===== src/rtl/des_key_expand.sv =====
// DES key expansion: PC-1 load, 16 iterated schedule rounds into a round-key table, registered read port.
// Build option: define DES_KEY_EXPAND_ZEROISE_EN to clear the table when a new key is accepted.

module des_ks_stage (
  input  logic [55:0] x,
  input  logic [3:0]  i,
  output logic [55:0] r,
  output logic [47:0] k
);
  localparam int unsigned PC2_T [48] = '{
    14, 17, 11, 24,  1,  5,  3, 28, 15,  6, 21, 10,
    23, 19, 12,  4, 26,  8, 16,  7, 27, 20, 13,  2,
    41, 52, 31, 37, 47, 55, 30, 40, 51, 45, 33, 48,
    44, 49, 39, 56, 34, 53, 46, 42, 50, 36, 29, 32};

  logic one;

  always_comb begin
    one = (i == 4'd0) || (i == 4'd1) || (i == 4'd8) || (i == 4'd15);
    if (one) r = {x[54:28], x[55], x[26:0], x[27]};
    else     r = {x[53:28], x[55:54], x[25:0], x[27:26]};
    k = '0;
    for (int unsigned n = 0; n < 48; n++)
      k[6'(47 - n)] = r[6'(56 - PC2_T[n])];
  end
endmodule

module des_key_expand (
  input  logic        clk,
  input  logic        rst_n,
  input  logic        req,
  input  logic [63:0] key,
  output logic        ack,
  output logic        busy,
  output logic        valid,
  input  logic [3:0]  rd_idx,
  input  logic        rd_dec,
  output logic [47:0] rd_key
);
  localparam int unsigned PC1_T [56] = '{
    57, 49, 41, 33, 25, 17,  9,  1, 58, 50, 42, 34, 26, 18,
    10,  2, 59, 51, 43, 35, 27, 19, 11,  3, 60, 52, 44, 36,
    63, 55, 47, 39, 31, 23, 15,  7, 62, 54, 46, 38, 30, 22,
    14,  6, 61, 53, 45, 37, 29, 21, 13,  5, 28, 20, 12,  4};

  typedef enum logic [1:0] {IDLE, RUN, DONE} state_t;

  state_t      state, state_n;
  logic [55:0] cd, cd_init, r;
  logic [3:0]  rnd, ridx;
  logic [47:0] k;
  logic [47:0] tbl [16];
  logic        accept, step, drop;

  always_comb begin
    cd_init = '0;
    for (int unsigned n = 0; n < 56; n++)
      cd_init[6'(55 - n)] = key[6'(64 - PC1_T[n])];
  end

  des_ks_stage u_stage (.x(cd), .i(rnd), .r(r), .k(k));

  // 15 - rd_idx is the bitwise complement for a 4-bit index
  assign ridx = rd_dec ? ~rd_idx : rd_idx;

  always_comb begin
    state_n = state;
    accept  = 1'b0;
    step    = 1'b0;
    drop    = 1'b0;
    case (state)
      IDLE: if (req) begin
        accept  = 1'b1;
        state_n = RUN;
      end
      RUN: begin
        step = 1'b1;
        if (rnd == 4'd15) state_n = DONE;
      end
      DONE: if (!req) begin
        drop    = 1'b1;
        state_n = IDLE;
      end
      default: state_n = IDLE;
    endcase
  end

  always_ff @(posedge clk or negedge rst_n) begin
    if (!rst_n) state <= IDLE;
    else        state <= state_n;
  end

  always_ff @(posedge clk or negedge rst_n) begin
    if (!rst_n) begin
      cd     <= '0;
      rnd    <= '0;
      ack    <= 1'b0;
      busy   <= 1'b0;
      valid  <= 1'b0;
      rd_key <= '0;
      for (int unsigned n = 0; n < 16; n++) tbl[4'(n)] <= '0;
    end else begin
      if (accept) begin
        cd    <= cd_init;
        rnd   <= '0;
        valid <= 1'b0;
        busy  <= 1'b1;
`ifdef DES_KEY_EXPAND_ZEROISE_EN
        for (int unsigned n = 0; n < 16; n++) tbl[4'(n)] <= '0;
`endif
      end
      if (step) begin
        cd       <= r;
        tbl[rnd] <= k;
        rnd      <= rnd + 4'd1;
        if (rnd == 4'd15) begin
          busy  <= 1'b0;
          valid <= 1'b1;
          ack   <= 1'b1;
        end
      end
      if (drop) ack <= 1'b0;
      rd_key <= tbl[ridx];
    end
  end
endmodule

===== config.mk =====
export PLATFORM = sky130hd
export DESIGN_NAME = des_key_expand
export DESIGN_NICKNAME = d
export VERILOG_FILES = /design/src/rtl/des_key_expand.sv
export SDC_FILE = /design/constraint.sdc
export NUM_CORES = 2
export LEC_CHECK = 0
export ABC_AREA = 0
export ABC_CLOCK_PERIOD_IN_PS = 2150
export CELL_PAD_IN_SITES_DETAIL_PLACEMENT = 1
export CELL_PAD_IN_SITES_GLOBAL_PLACEMENT = 2
export CORE_UTILIZATION = 38
export CTS_CLUSTER_DIAMETER = 40
export DETAILED_ROUTE_END_ITERATION = 10
export GPL_TIMING_DRIVEN = 0
export PLACE_DENSITY = 0.73
export SLEW_MARGIN = 5
export SYNTH_ARGS = -nofsm -noshare
export SYNTH_HDL_FRONTEND = slang
export SYNTH_SLANG_ARGS = --single-unit

===== constraint.sdc =====
create_clock -name clk -period 2.15 [get_ports clk]
set_input_delay 0.645 -clock clk [delete_from_list [all_inputs] [get_ports clk]]
set_output_delay 0.645 -clock clk [all_outputs]
set_load 0.1 [all_outputs]

==> Yosys cells after proc, flatten, opt, wreduce, memory -nomap -nowiden <==
Index checks and enable logic that the tools add are counted.
{ "word_totals": {"regBits": 881, "out_inout_bits": 51} }
{ "op_classes": {"addsub": 1, "n_lt_le_gt_ge": 3, "n_eq_ne": 8, "n_mux": 30, "bitwise_logic": 3, "reduce_logical": 11} }
{ "op_table": {"columns": ["operator", "count"], "rows": [
  ["$bwmux 768", 1],
  ["$bmux 48 s4", 1],
  ["$demux 48 s4", 1],
  ["$mux 56", 3],
  ["$mux 48", 3],
  ["$mux 1", 14],
  ["$mux 4", 3],
  ["$ge 5x5->1 const B", 2],
  ["$not 4->5", 2],
  ["$eq 4x4->1 const B", 2],
  ["$mux 2", 3],
  ["$ne 2x2->1 const B", 3],
  ["$pmux 2 s3", 1],
  ["$reduce_bool 2->1", 3],
  ["$lt 5x1->1 const B", 1],
  ["$add 4x1->4 const B", 1],
  ["$eq 4x1->1 const B", 1],
  ["$logic_not 4->1", 1],
  ["$not 4->4", 1],
  ["$logic_or 1x1->1", 3],
  ["$reduce_and 3->1", 1],
  ["$eq 2x1->1 const B", 1],
  ["$eq 2x2->1 const B", 1],
  ["$logic_not 2->1", 1],
  ["other kinds (2)", 2]
]} }

==> Depth between registers and ports, before layout <==
{ "logic_depth": {"ltp_word": 6, "mapped_depth": 10, "depth_no_buf": 6} }

==> Modules after synthesis <==
Synthesis repeated with hierarchy kept, for this count alone.
{ "hier_totals": {"hier_cells": 3693, "area_unflattened_um2": 47121.4} }
{ "modules_own_cells": {"columns": ["module", "instances", "cells_each", "area_per_inst_um2", "seq_area_each_um2"], "rows": [
  ["des_key_expand", 1, 3381, 44928.1, 22046.1],
  ["des_ks_stage", 1, 312, 2193.4, 0.0]
]} }

==> Worst setup path after synthesis <==
OpenSTA, ideal clock, no wires.
{ "synth_path": {"kind": "input port to flip-flop", "start": "input rd_idx[1]", "end": "register rd_key[6]", "t_arrival_ns": 2.133, "path_slack_ns": -0.120, "stages": 7, "path_cell_list": "buf_4 -> buf_6 -> buf_6 -> mux4_2 -> mux2_2 -> a211oi_1 -> a21oi_1"} }
{ "synth_via": {"elab_chain_len": 6} }
{ "synth_rtl": {"columns": ["item", "line_no", "text"], "rows": [
  ["start, declared", "36", "input logic [3:0] rd_idx,"],
  ["$not 4->4", "64", "assign ridx = rd_dec ? ~rd_idx : rd_idx;"],
  ["$mux 4 (*)", "64", null],
  ["$not 4->5 (implied by the code) (*)", "123", "rd_key <= tbl[ridx];"],
  ["$bmux 48 s4 (*)", "123", null],
  ["$mux 48 (implied by the code) (*) (2 in a row)", "123", null],
  ["end signal, assigned", "123", null],
  ["end, declared", "38", "output logic [47:0] rd_key"]
]} }
Every way passes the cells marked *; elsewhere a longest branch is shown, timed or not. The select of a mux whose other input is x is not followed.
A chain may end at the register's enable or synchronous reset.

==> Final worst setup path <==
{ "layout_path": {"start": "register rnd[1]", "end": "register tbl[362] in the netlist's numbering"} }
{ "layout_via": {"elab_chain_len": 6} }
{ "layout_rtl": {"columns": ["item", "line_no", "text"], "rows": [
  ["start, declared", "50", "logic [3:0] rnd, ridx;"],
  ["start signal, assigned", "115", "rnd <= rnd + 4'd1;"],
  ["$not 4->5 (implied by the code) (tied with other cells)", "114", "tbl[rnd] <= k;"],
  ["$ge 5x5->1 (implied by the code) (tied with other cells)", "114", null],
  ["$logic_and 1x1->1 (implied by the code) / $logic_or 1x1->1 (equally long branches)", "114, 19", null],
  ["$mux 48 (implied by the code) / $logic_or 1x1->1 (equally long branches)", "114, 19", null],
  ["$demux 48 s4 / $mux 56 (equally long branches)", "114, 20", null],
  ["$bwmux 768 (*)", "114", null],
  ["end signal, assigned by index", "114", null],
  ["end, declared", "52", "logic [47:0] tbl [16];"]
]} }
Every way passes the cells marked *; elsewhere a longest branch is shown, timed or not.

==> out/summary.txt <==
GP Congestion: 0.8258
Final Critical Period: 2285 ps
critical path depth: 11
Leakage Power: 27.36 nW
CTS tree: done
met1 WL: 89460 um
first-pass GRT wire length: 285100 um
fmax: 437.7 MHz
largest net degree at the start of global routing: 109
Max stage delay on crit path: 460 ps
number of enable flip-flop cells after synthesis: 0
cell taking the most area after synthesis: dfrtp_1
total track usage: 33.37%
Mapped Area: 43980 um^2
final-report hold violation count: 62
area added between synthesis and finish: 41.68%
Worst Path Arrival: 2900 ps
synth unique cells: 46
top layer in use: met5
site row count: 124
Peak VDD IR: 1.696 mV
Main synth FF type: dfrtp_1
CP delay by family, top: buffers and inverters
fin crit share: 106.3%
actual slew at the worst max-slew pin: 1063 ps
initial antenna violation count: 3
Cells after Synth: 4193
WL met2: 92620 um
RR Endpoint: tbl[362]$_DFFE_PN0P_
syn nets: 4269
Worst Path Required: 2770 ps
core outline area: 114500 um^2
Routed Antenna Nets: 0
Post-route DRC: 0
FF+latch area: 22050 um^2
CP Class: flop to flop
final setup vio count: 680
via count: 38580
Via density: 6.117
clk buf depth: 3
FF-to-FF Start: rnd[1]$_DFFE_PN0P_
final WL: 200300 um
port bufs: 113
slew margin rel.: 29.10%
unrepaired setup endpoints after global routing: yes
gr ovfl total: 0
Worst-Skew Late Latency: 760 ps
Buf/Inv on CP: 6
CTS Buf Count: 158
Fill cells: 11570
crit-path cells: inv_4 > ha_4 > a21oi_4 > o21ai_2 > buf_6 > buf_12 > buf_16 > mux2i_4 > buf_12 > clkbuf_16 > o21ai_2
register bit total from synthesis: 881
Root Buffer: clkbuf_16
Mean Syn Cell Area: 10.49 um^2
FF-to-FF path depth: 11
clk slew on worst S/H paths: 60 ps
Max-cap violations: 0
sequential element share of the synthesized area: 50.13%
final worst slack: -134.7 ps
H-tree depth: 4
clk_skew: 28.72 ps
Fin Hold WS: -182.9 ps
met3 WL: 13240 um
CP max FO: 8
post-synth top area share: 50.13%
Die W: 342.2 um
drt first pass iters: 7
Ports: 123
setup tns final: -35400 ps
final core area utilization: 54.42%
Layout Nets: 4742
Initial Utilization: 38.41%
Detail Placement HPWL: 127200 um
top cells by area, synth: dfrtp_1 50%, o21ai_0 8.5%, mux2i_1 8.0%
most common cell after layout, fill and taps aside: dfrtp_1
async set-reset flop share out of synthesis: 100.0%
Startpoint Class: flop
Worst R2R Setup Slack: -130 ps
Worst setup EP type: flop
Max Slew Vio Count: 0
die area: 117100 um^2
share of cells above drive strength 1: 40.87%
die height: 342.2 um
initial drt markers: 3243
slowest cell on the critical path: dfrtp_2
Sink Count: 881
multi-input logic area: 24360 um^2
Hold Crit Class: input port to asynchronous set/reset pin
number of global-route vias before repair: 40720
failing checks: negative hold slack, negative setup slack
most frequent cells in the layout: 877 x dfrtp_1, 777 x nand2_1, 549 x o21ai_2
PD cells: 1818 nW/um^2
status: finished, violations left
Synth Warn #: 0
routed len/inst: 31.75 um
Placement Setup Slack: -2340 ps
## worst reg2reg max path: cells and delay by family, from the launching register on
kind | cells | cell delay [ps]
buffers and inverters | 6 | 970
flip-flops | 1 | 460
multiplexers | 1 | 310
AO/OA/AOI/OAI | 3 | 240
adder cells (fa/ha/maj) | 1 | 160
## logic make-up after synthesis
| kind of cell | after synthesis | synth area share (%) |
|---|---|---|
| AOI/OAI and AO/OA | 1416 | 18.99 |
| xor gates and xnor gates | 1 | 0.01992 |
| adders and majority gates | 4 | 0.1138 |
| buffers and inverters | 436 | 4.489 |
| DFF | 881 | 50.13 |
| muxes | 629 | 19.02 |
| and+or+nand+nor | 826 | 7.238 |
## area by class of cell
cell class,instances,area share (%)
multi-input cells,2876,39.10
flip-flops and latches,881,35.39
repair buffers,320,7.651
clock buffers,216,7.464
plain buffers,423,6.161
well taps,1512,3.036
clock inverters,71,1.135
inverters,6,0.04819
diodes,3,0.01205
## routing by layer
metal / track usage, % / up-vias
met2: 52.45 / 1305
met5: 0 / -
met1: 47.45 / 20450
met3: 5.487 / 278
met4: 9.580 / 2
li1: - / 16550
## worst max path at each step
stage | from | end | slack, ps
2_1_floorplan | rd_idx[1] | rd_key[6]$_DFF_PN0_ | -20
3_3_place_gp | rst_n | tbl[467]$_DFFE_PN0P_ | -42360
3_5_place_dp | rd_idx[2] | rd_key[46]$_DFF_PN0_ | -2340
4_1_cts | rnd[1]$_DFFE_PN0P_ | tbl[615]$_DFFE_PN0P_ | -110
5_1_grt | rnd[1]$_DFFE_PN0P_ | tbl[362]$_DFFE_PN0P_ | -170
6_report | rnd[1]$_DFFE_PN0P_ | tbl[362]$_DFFE_PN0P_ | -130
## where the power goes
part	switching [W]	leakage (nW)	internal [W]
Combinational	0.0326	13.4	0.0256
Sequential	0.00614	11.3	0.0235
Clock	0.00916	2.66	0.0163
## state kept, by name, summed over array words and instances (netlist names)
name and count:
busy 1, tbl 768, ack 1, cd 56, state 2, rd_key 48, valid 1, rnd 4
## Yosys cell counts, types with 29 or more instances
cell type  count
a2111oi_0     46
a211oi_1      97
a21oi_1      107
a22o_1        46
a22oi_1       48
a31oi_1       46
a32oi_1       47
buf_2         65
clkbuf_1     284
clkbuf_2      31
dfrtp_1      881
mux2_2        99
mux2i_1      353
mux2i_2       31
mux4_2       145
nand2_1      789
o21ai_0      748
o21ai_1       29
o22ai_1      150
o31ai_1       47
## through the flow
stage	cells	total power (W)	cell area (um^2)
3_3_place_gp	5818	0.05812	47520
4_1_cts	6273	0.1028	59190
2_1_floorplan	4193	0.04691	44490
5_1_grt	6305	0.1170	62300
6_report	6308	0.1133	62310
3_5_place_dp	5827	0.05927	47770
## repair_timing
item,4_1_cts,5_1_grt
setup endpoints to repair,926,894
buffers inserted,128,27
gates cloned,36,14
endpoints found under the hold margin,62,62
resized for setup,1703,1007
pin swaps,206,329
(Power assumes the default switching activity.)
